[config.mk]
export PLATFORM = sky130hd
export DESIGN_NAME = dmem_arbiter
export DESIGN_NICKNAME = d
export VERILOG_FILES = /design/src/rtl/dmem_arbiter.sv
export SDC_FILE = /design/constraint.sdc
export NUM_CORES = 1
export LEC_CHECK = 0
export CAP_MARGIN = 10
export CORE_ASPECT_RATIO = 1.2
export CORE_MARGIN = 8
export CORE_UTILIZATION = 23
export CTS_BUF_LIST = sky130_fd_sc_hd__clkbuf_8
export DETAILED_ROUTE_END_ITERATION = 8
export MAX_ROUTING_LAYER = met4
export PLACE_DENSITY_LB_ADDON = 0.12
export SYNTH_ARGS = -nofsm -noshare
export SYNTH_HDL_FRONTEND = slang
export SYNTH_SLANG_ARGS = --single-unit
export TNS_END_PERCENT = 20
[constraint.sdc]
create_clock -name clk -period 2.4 [get_ports clk]
set_input_delay 0.24 -clock clk [delete_from_list [all_inputs] [get_ports clk]]
set_output_delay 0.24 -clock clk [all_outputs]
set_load 0.02 [all_outputs]
[src/rtl/dmem_arbiter.sv]
// dmem_arbiter: shares one single-port data SRAM between the CPU MEM stage and an external host.
// Grants are combinational (0 cycles). Read data returns one cycle after the grant, tagged with its owner.
// Loser is held off: cpu_stall for the CPU, no ext_gnt for the host. Optional DMEM_ARB_STARVE_EN adds anti-starvation.
module dmem_arbiter #(
  parameter int ADDR_W       = 10,
  parameter int DATA_W       = 32,
  parameter int STARVE_LIMIT = 4
) (
  input  logic              clk,
  input  logic              arst,
  input  logic              cpu_req,
  input  logic              cpu_wen,
  input  logic [ADDR_W-1:0] cpu_addr,
  input  logic [DATA_W-1:0] cpu_wdata,
  input  logic              ext_req,
  input  logic              ext_wen,
  input  logic              ext_lock,
  input  logic [ADDR_W-1:0] ext_addr,
  input  logic [DATA_W-1:0] ext_wdata,
  output logic              cpu_gnt,
  output logic              cpu_stall,
  output logic              cpu_rvalid,
  output logic [DATA_W-1:0] cpu_rdata,
  output logic              ext_gnt,
  output logic              ext_rvalid,
  output logic [DATA_W-1:0] ext_rdata,
  output logic [ADDR_W-1:0] mem_addr,
  output logic [DATA_W-1:0] mem_wdata,
  output logic              mem_wen,
  output logic              mem_ren,
  input  logic [DATA_W-1:0] mem_rdata
);

  logic lock_q;   // host held the port last cycle with ext_lock set
  logic pend_q;   // a read was granted last cycle
  logic owner_q;  // owner of that read: 1 = host, 0 = CPU
  logic starved;  // host has waited long enough to be forced in

`ifdef DMEM_ARB_STARVE_EN
  logic [3:0] starve_cnt;

  assign starved = (starve_cnt == 4'(STARVE_LIMIT));

  // Count consecutive denied host cycles, saturating; any grant or idle cycle restarts the count
  always_ff @(posedge clk or posedge arst) begin
    if (arst) begin
      starve_cnt <= 4'd0;
    end else if (ext_req && !ext_gnt) begin
      if (starve_cnt < 4'(STARVE_LIMIT)) begin
        starve_cnt <= starve_cnt + 4'd1;
      end
    end else begin
      starve_cnt <= 4'd0;
    end
  end
`else
  // Strict CPU priority: the host only gets in when the CPU is idle or a lock is held
  assign starved = 1'b0;
`endif

  // Pick the winner; nothing is granted while reset is asserted
  always_comb begin
    cpu_gnt = 1'b0;
    ext_gnt = 1'b0;
    if (!arst) begin
      if (ext_req && (!cpu_req || starved || lock_q)) begin
        ext_gnt = 1'b1;
      end else if (cpu_req) begin
        cpu_gnt = 1'b1;
      end
    end
  end

  assign cpu_stall = cpu_req && !cpu_gnt && !arst;

  // Steer the winner onto the SRAM port; an idle port drives all zeros
  always_comb begin
    mem_addr  = '0;
    mem_wdata = '0;
    mem_wen   = 1'b0;
    mem_ren   = 1'b0;
    if (cpu_gnt) begin
      mem_addr  = cpu_addr;
      mem_wdata = cpu_wdata;
      mem_wen   = cpu_wen;
      mem_ren   = !cpu_wen;
    end else if (ext_gnt) begin
      mem_addr  = ext_addr;
      mem_wdata = ext_wdata;
      mem_wen   = ext_wen;
      mem_ren   = !ext_wen;
    end
  end

  // Remember the lock and which owner the in-flight read belongs to
  always_ff @(posedge clk or posedge arst) begin
    if (arst) begin
      lock_q  <= 1'b0;
      pend_q  <= 1'b0;
      owner_q <= 1'b0;
    end else begin
      lock_q  <= ext_gnt && ext_lock;
      pend_q  <= mem_ren;
      owner_q <= ext_gnt;
    end
  end

  assign cpu_rvalid = pend_q && !owner_q;
  assign ext_rvalid = pend_q && owner_q;
  assign cpu_rdata  = cpu_rvalid ? mem_rdata : '0;
  assign ext_rdata  = ext_rvalid ? mem_rdata : '0;

endmodule

==> run_results.csv, run 1 <==
group,metric,value,unit
run_status,run_status,"completed",
sta,clock-skew-final,1.643,ps
finish,nNetsFinal,539,
synthesis,postSynthRegisterBits,3,
synthesis,netlist_area,0.001346,sq mm
critical_path,timing_worst_setup_path_type,"in2out",
floorplanning,core_region_area,0.005668,sq mm
sta,finalCriticalPeriod,2285,ps
route,drt-vias-per-instance,4.780,
synthesis,yosysTopAreaCellShare,27.97,%
global_routing,grt_usage,20.71,%
critical_path,max_stage_delay,630,ps
synthesis,synth_edf_count,0,
synthesis,async_reset_ff_share,100.0,%
power_and_ir_drop,irDropWorstVdd,121.2,uV
power_and_ir_drop,power_total,0.8262,mW
critical_path,arrival,2040,ps
route,route.antenna.remaining_nets,0,
clock_network,cts_tree,"yes",
synthesis,post_synth.cell_area_avg,6.869,sq um
sta,setup_viol,0,
global_routing,vias_in_the_first_global_route,2357,
floorplanning,die_x,85.84,um
synthesis,synth_area_leader_cell,"a32oi_1",
route,remaining_drc_errors,0,
finish,layout-drive-gt1-share,3.373,%
floorplanning,ioPinCount,236,
clock_network,clock_latency,220,ps
finish,postLayoutCellArea,0.003710,sq mm
clock_network,number_of_clock_sinks,3,
clock_network,htree_num_levels,1,
critical_path,cpMostUsedCell,"clkdlybuf4s50_1",
placement,detailedPlacementHpwl,7737,um
clock_network,clk_pin_slew,30,ps
sta,fmax,437.6,MHz
sta,rsz0062_at_grt,"no",
sta,tightestPinTransition,285.4,ps
synthesis,ys_top_cells_by_area,"a32oi_1 28%, and2_1 16%, and3_1 15%, nor2_1 13%, dfrtp_1 5.6%",
clock_network,tritoncts.num_buffers,3,
floorplanning,placement_rows,30,
critical_path,timing.critical_path.cells,"clkdlybuf4s50_1 -> a21boi_4 -> buf_12 -> a32oi_1 -> nor2_1 -> clkdlybuf4s50_1",
placement,port_buffers,235,
sta,finalMaxSlewViolations,0,
synthesis,synthesis.yosys.warnings,0,
power_and_ir_drop,power.density_cell_area,222.7,mW/mm^2
synthesis,seq_area_frac_synth,5.576,%
synthesis,synthMostInstantiatedCell,"nor2_1",
floorplanning,dieHeight,99.81,um
route,drt_pre_antenna_iters,4,
floorplanning,design.die.area,0.008568,sq mm
global_routing,first_pass_grt_wire_length,13500,um
worst_hold_path,min_delay_worst_type,"in2async",
route,total_number_of_vias,2366,
synthesis,mappedNetlistNets,319,
synthesis,netlist_instances,196,
synthesis,netlist_top_cells_count,"45 x nor2_1, 43 x a32oi_1, 34 x and2_1",
placement,dpl_cell_area,0.003655,sq mm
floorplanning,start_util,23.75,%
sta,fin_hold_ws,520.0,ps
synthesis,synth_flop_cell,"dfrtp_1",
route,route.detailed.wl_per_inst,18.70,um
critical_path,critical_path_required,2160,ps
sta,relSlewSlack,80.97,%
sta,fin_setup_tns,0,ps
synthesis,synthDistinctLibCells,21,
sta,timing.final.hold_violations,0,
clock_network,cts_max_path_buffers,2,
route,dr_iter_0_viols,72,
critical_path,critical_path.startpoint_type,"primary input",
global_routing,antenna_found_initial,0,
critical_path,cp_slowest_cell,"clkdlybuf4s50_1",
run,cap_viol_max_count,0,
sta,layout_worst_path_cycle_share,95.21,%
finish,area_growth_from_synthesis_to_layout,175.6,%
critical_path,critPathMaxFanout,43,
critical_path,crit_path_end_kind,"primary output",
global_routing,grt-ovfl-total,0,
finish,antenna-diode-count,0,
placement,gp_congestion,0.8164,
clock_network,post_cts_resize_count,0,
power_and_ir_drop,p_leak,1.476,nW
global_routing,grt_start_max_net_pins,47,
route,finalWirelength,9258,um
clock_network,cts_root_buf,"clkbuf_8",
==> worst max-delay path, delay by kind of cell <==
family	cells	cell delay, ps
buffers and inverters	3	1360
and+or+nand+nor	1	140
AOI/OAI and AO/OA	2	280
==> routing by layer <==
metal	share of wire, %	global-route usage, %
met2	50	37.44
met3	8.6	5.724
met4	0.54	3.243
met5	0	-
met1	40	22.27
==> power breakdown <==
part / internal [mW] / switching, mW / total (mW)
combinational: 0.358 / 0.267 / 0.625
clock: 0.109 / 0.0370 / 0.146
sequential: 0.0531 / 0.00137 / 0.0545
==> area by class of cell <==
type	count	area [sq um]
Sequential cell	3	75.07
Clock buffer	3	41.29
Multi-Input combinational cell	164	1031
Timing Repair Buffer	243	2455
Clock inverter	1	3.754
Inverter	1	3.754
Tap cell	80	100.1
Fill cell	521	1958
==> kinds of logic (layout without fill, tap and decap cells) <==
| group | Yosys count | after routing | share of synthesized area, % |
|---|---|---|---|
| AOI/OAI and AO/OA | 45 | 45 | 29.93 |
| buffers and inverters | 29 | 248 | 17.84 |
| DFF | 3 | 3 | 5.576 |
| and+or+nand+nor | 119 | 119 | 46.65 |
==> sequential cells by signal, indices dropped and copies added (netlist names) <==
signal,count
owner_q,1
lock_q,1
pend_q,1
==> cell usage in the layout, fill, tap and decap left out <==
cell / instances
a21boi_4: 1
a32oi_1: 43
and2_1: 34
and2b_1: 1
and3_1: 33
and3_2: 1
buf_12: 4
buf_2: 2
buf_4: 3
clkbuf_8: 3
clkdlybuf4s50_1: 233
dfrtp_1: 3
dlygate4sd3_1: 1
inv_1: 2
nand2_1: 2
nand2b_1: 1
nand3_1: 1
nor2_1: 45
nor2b_1: 1
o31ai_1: 1
==> repair_timing <==
action | CTS | global route
endpoints found under the hold margin | 3 | 0
hold buffers | 1 | 0
setup buffers | 0 | 0
==> final timing paths <==
check / to / slack, ps / cells after the start / start
setup / recovery: mem_wdata[31] / 120 / 6 / cpu_req
hold / removal: owner_q$_DFF_PP0_ / 520 / 3 / arst
setup reg to reg: pend_q$_DFF_PP0_ / 1270 / 4 / lock_q$_DFF_PP0_
hold reg to reg: pend_q$_DFF_PP0_ / 720 / 3 / lock_q$_DFF_PP0_
max in group asynchronous: pend_q$_DFF_PP0_ / 1750 / 3 / arst
min in group clk: pend_q$_DFF_PP0_ / 590 / 4 / ext_req
==> stage by stage <==
stage                     utilization [%]  setup WS, ps  std cells
after floorplan                         -         992.1        196
after global placement              64.48         101.4        490
after detailed placement            64.48         77.82        490
after CTS                           65.45         84.55        495
after global routing                65.45         10.18        495
final                               65.45         115.0        495
No activity file was read; power rests on OpenSTA's default activity.
==> run 2: changes to the inputs <==
CORE_ASPECT_RATIO = 0.7   (was 1.2)
==> run_results.csv, run 2 (same netlist as run 1, synthesis figures left out) <==
group,metric,value,unit
global_routing,grt-ovfl-total,0,
critical_path,worstRegToRegCells,4,
clock_network,cts_max_path_buffers,2,
global_routing,vias_in_the_first_global_route,2322,
clock_network,cts_hold_buffers,0,
placement,detailedPlacementHpwl,7610,um
global_routing,first_pass_grt_wire_length,13390,um
sta,clock-skew-final,2.274,ps
finish,reg_top3,"lock_q x1, owner_q x1, pend_q x1",
clock_network,cts_root_buf,"clkbuf_8",
critical_path,critical_path.startpoint_type,"primary input",
power_and_ir_drop,power.density_cell_area,222.1,mW/mm^2
finish,area_growth_from_synthesis_to_layout,174.9,%
finish,nNetsFinal,539,
route,remaining_drc_errors,0,
run_status,run_status,"completed",
critical_path,timing_worst_setup_path_type,"in2out",
run,cap_viol_max_count,0,
floorplanning,design.die.area,0.008597,sq mm
finish,layout-drive-gt1-share,3.855,%
clock_network,number_of_clock_sinks,3,
floorplanning,dieHeight,80.01,um
floorplanning,die_x,107.4,um
finish,final_common_cell,"clkdlybuf4s50_1",
sta,layout_worst_path_cycle_share,95.27,%
route,total_number_of_vias,2399,
sta,setup_viol,0,
critical_path,regToRegSetupSlack,1250,ps
critical_path,critPathMaxFanout,43,
route,route.detailed.wl_per_inst,19.30,um
sta,fin_setup_tns,0,ps
sta,fmax,437.4,MHz
route,route.antenna.remaining_nets,0,
floorplanning,start_util,23.63,%
critical_path,arrival,2050,ps
placement,gp_congestion,0.8420,
critical_path,rr_endpoint,"pend_q$_DFF_PP0_",
sta,rsz0062_at_grt,"no",
clock_network,htree_num_levels,1,
critical_path,critical_path_required,2160,ps
placement,port_buffers,235,
route,drt-vias-per-instance,4.896,
floorplanning,ioPinCount,236,
finish,layout_common_cells,"229 x clkdlybuf4s50_1, 45 x nor2_1, 43 x a32oi_1, 34 x and2_1, 33 x and3_1",
clock_network,clock_latency,210,ps
route,finalWirelength,9459,um
critical_path,crit_path_end_kind,"primary output",
clock_network,clk_pin_slew,30,ps
clock_network,tritoncts.num_buffers,3,
sta,finalCriticalPeriod,2286,ps
sta,relSlewSlack,67.56,%
power_and_ir_drop,irDropWorstVdd,135.6,uV
sta,finalMaxSlewViolations,0,
worst_hold_path,min_delay_worst_type,"in2async",
critical_path,worst_r2r_startpoint,"lock_q$_DFF_PP0_",
clock_network,cts_tree,"yes",
route,dr_iter_0_viols,126,
route,drt_pre_antenna_iters,4,
sta,tightestPinTransition,486.5,ps
finish,antenna-diode-count,0,
finish,fillerInstances,504,
floorplanning,placement_rows,23,
global_routing,antenna_found_initial,0,
power_and_ir_drop,power_total,0.8220,mW
power_and_ir_drop,p_leak,1.534,nW
global_routing,grt_start_max_net_pins,44,
sta,timing.final.hold_violations,0,
floorplanning,core_region_area,0.005698,sq mm
global_routing,grt_usage,20.13,%
run 2: power by group:
group / leakage (nW) / switching, mW / internal [mW]
combinational: 1.47 / 0.270 / 0.356
clock: 0.0269 / 0.0332 / 0.109
sequential: 0.0403 / 0.00141 / 0.0532
run 2: layout make-up:
cell class / count / area, sq um / area share (%)
multi-input cells: 164 / 1033 / 27.92
clock inverters: 1 / 3.754 / 0.1014
repair buffers: 243 / 2450 / 66.19
well taps: 75 / 93.84 / 2.535
flip-flops and latches: 3 / 75.07 / 2.028
inverters: 1 / 3.754 / 0.1014
clock buffers: 3 / 41.29 / 1.116
run 2: how the worst max path moves through the flow:
stage,start,end,slack [ps]
detailed placement,cpu_req,mem_wdata[30],50
floorplan,lock_q$_DFF_PP0_,mem_addr[0],990
global placement,cpu_req,mem_wdata[30],90
global route,cpu_req,mem_wdata[7],7
finish,cpu_req,mem_addr[8],110
CTS,cpu_req,mem_wdata[30],50
run 2: worst max-delay path: stages:
cell	delay [ps]
clkdlybuf4s50_1	530
a21boi_4	220
buf_12	230
a32oi_1	80
nor2_1	110
clkdlybuf4s50_1	630
run 2: routing by layer:
| layer | GRT usage, % | routed length, um |
|---|---|---|
| met1 | 21.82 | 3803 |
| met4 | 5.241 | 88 |
| met2 | 37.33 | 4961 |
| met3 | 3.306 | 605 |
| met5 | - | 0 |
run 2: stage by stage:
stage          cells  instance area [sq um]  util, %  worst slack, ps  hold WS (ps)
2_1_floorplan    196                   1346        -            992.1         327.0
3_3_place_gp     486                   3646    63.99            89.90         375.9
3_5_place_dp     486                   3646    63.99            50.00         378.0
4_1_cts          490                   3691    64.78            48.89         149.6
5_1_grt          490                   3701    64.95            7.046         167.9
6_report         490                   3701    64.95            113.5         138.5
run 2: timing repair:
action	4_1_cts	5_1_grt
setup endpoints to repair	0	4
buffers inserted	0	0
resized for setup	0	4
==> run 3: changes to the inputs <==
==> constraint.sdc (replaced) <==
create_clock -name clk -period 2.4 [get_ports clk]
set_input_delay 0.36 -clock clk [delete_from_list [all_inputs] [get_ports clk]]
set_output_delay 0.36 -clock clk [all_outputs]
set_load 0.02 [all_outputs]
==> run_results.csv, run 3 (same netlist as run 1, synthesis figures left out) <==
group,metric,value,unit
clock_network,cts_max_path_buffers,2,
global_routing,grt_usage,20.25,%
floorplanning,placement_rows,23,
sta,fmax,439.4,MHz
finish,layout_common_cells,"189 x clkdlybuf4s50_1, 45 x nor2_1, 44 x dlygate4sd2_1, 43 x a32oi_1, 34 x and2_1",
run,cap_viol_max_count,0,
floorplanning,dieHeight,80.01,um
critical_path,critPathMaxFanout,43,
route,remaining_drc_errors,0,
floorplanning,core_region_area,0.005698,sq mm
sta,finalCriticalPeriod,2276,ps
route,finalWirelength,9365,um
global_routing,grt-ovfl-total,0,
finish,final_cells,491,
power_and_ir_drop,irDropWorstVdd,180.2,uV
sta,clock-skew-final,2.225,ps
sta,finalMaxSlewViolations,0,
floorplanning,die_x,107.4,um
placement,dpl_cell_area,0.003654,sq mm
route,route.antenna.remaining_nets,0,
placement,placedCellCount,487,
finish,reg_top3,"lock_q x1, owner_q x1, pend_q x1",
floorplanning,start_util,23.63,%
run_status,run_status,"completed",
sta,fin_hold_ws,176.9,ps
global_routing,first_pass_grt_wire_length,13350,um
clock_network,cts_hold_buffers,0,
placement,place_ws,-160.3,ps
floorplanning,ioPinCount,236,
critical_path,arrival,1920,ps
placement,port_buffers,235,
power_and_ir_drop,p_leak,1.638,nW
clock_network,cts_tree,"yes",
finish,postLayoutCellArea,0.003643,sq mm
placement,gp_congestion,0.8411,
placement,detailedPlacementHpwl,7634,um
critical_path,worst_r2r_startpoint,"lock_q$_DFF_PP0_",
sta,tightestPinTransition,349.0,ps
global_routing,antenna_found_initial,0,
finish,antenna-diode-count,0,
global_routing,grt_start_max_net_pins,44,
clock_network,cts_root_buf,"clkbuf_8",
clock_network,number_of_clock_sinks,3,
sta,fin_setup_tns,0,ps
route,drt-vias-per-instance,4.782,
clock_network,tritoncts.num_buffers,3,
route,dr_iter_0_viols,106,
global_routing,vias_in_the_first_global_route,2271,
clock_network,clock_latency,220,ps
worst_hold_path,min_delay_worst_type,"in2async",
critical_path,critical_path_required,2040,ps
finish,area_growth_from_synthesis_to_layout,170.6,%
route,total_number_of_vias,2348,
floorplanning,design.die.area,0.008597,sq mm
critical_path,critical_path.startpoint_type,"primary input",
sta,relSlewSlack,76.73,%
clock_network,clk_pin_slew,30,ps
critical_path,crit_path_end_kind,"primary output",
clock_network,htree_num_levels,1,
finish,nNetsFinal,540,
power_and_ir_drop,power.density_cell_area,217.7,mW/mm^2
finish,final_common_cell,"clkdlybuf4s50_1",
sta,setup_viol,0,
sta,rsz0062_at_grt,"no",
finish,layout-drive-gt1-share,4.087,%
critical_path,timing_worst_setup_path_type,"in2out",
sta,layout_worst_path_cycle_share,94.82,%
route,route.detailed.wl_per_inst,19.07,um
sta,timing.final.hold_violations,0,
route,drt_pre_antenna_iters,4,
sta,fin_ws,124.4,ps
critical_path,critical_path.startpoint,"cpu_req",
[run 3: routing by layer]
metal  up-vias  GRT usage, %  wire, um  part of all wire (%)
met3         6         5.161       667                   7.1
met2       102         36.16      4814                    51
met5         -             -         0                     0
met1      1069         22.42      3812                    41
li1       1171             -         -                     -
met4         0         3.862        71                  0.76
[run 3: final timing paths]
path,endpoint,slack [ps],cells past startpoint
worst max-delay path,mem_wdata[30],120,6
worst min-delay path,pend_q$_DFF_PP0_,180,2
worst max register to register,pend_q$_DFF_PP0_,1250,4
worst min register to register,pend_q$_DFF_PP0_,730,3
max in group asynchronous,owner_q$_DFF_PP0_,2090,2
min in group clk,pend_q$_DFF_PP0_,630,4
[run 3: worst max-delay path: stages]
cell	delay, ps
clkdlybuf4s50_1	530
a21boi_4	210
buf_12	220
a32oi_1	80
nor2_1	130
dlygate4sd2_1	350
[run 3: repair_timing]
item | 4_1_cts | 5_1_grt
resized for setup | 44 | 0
endpoints found under the setup margin | 44 | 0
setup buffers | 0 | 0
[run 3: layout make-up]
cell class / count / area (sq um)
Sequential cell: 3 / 75.07
Timing Repair Buffer: 244 / 2392
Inverter: 1 / 3.754
Tap cell: 75 / 93.84
Fill cell: 530 / 2054
Multi-Input combinational cell: 164 / 1033
Clock inverter: 1 / 3.754
Clock buffer: 3 / 41.29
[run 3: metrics by stage]
step | power, mW | utilization, %
after global placement | 0.6774 | 64.12
after CTS | 0.8021 | 63.94
final | 0.7933 | 63.94
after detailed placement | 0.6827 | 64.12
after global routing | 0.8458 | 63.94
after floorplan | 0.3144 | -
[run 3: where the power goes]
group          switching, mW  leakage (nW)  internal, mW
Clock                 0.0366        0.0269         0.109
Combinational          0.266          1.57         0.327
Sequential           0.00146        0.0403        0.0532
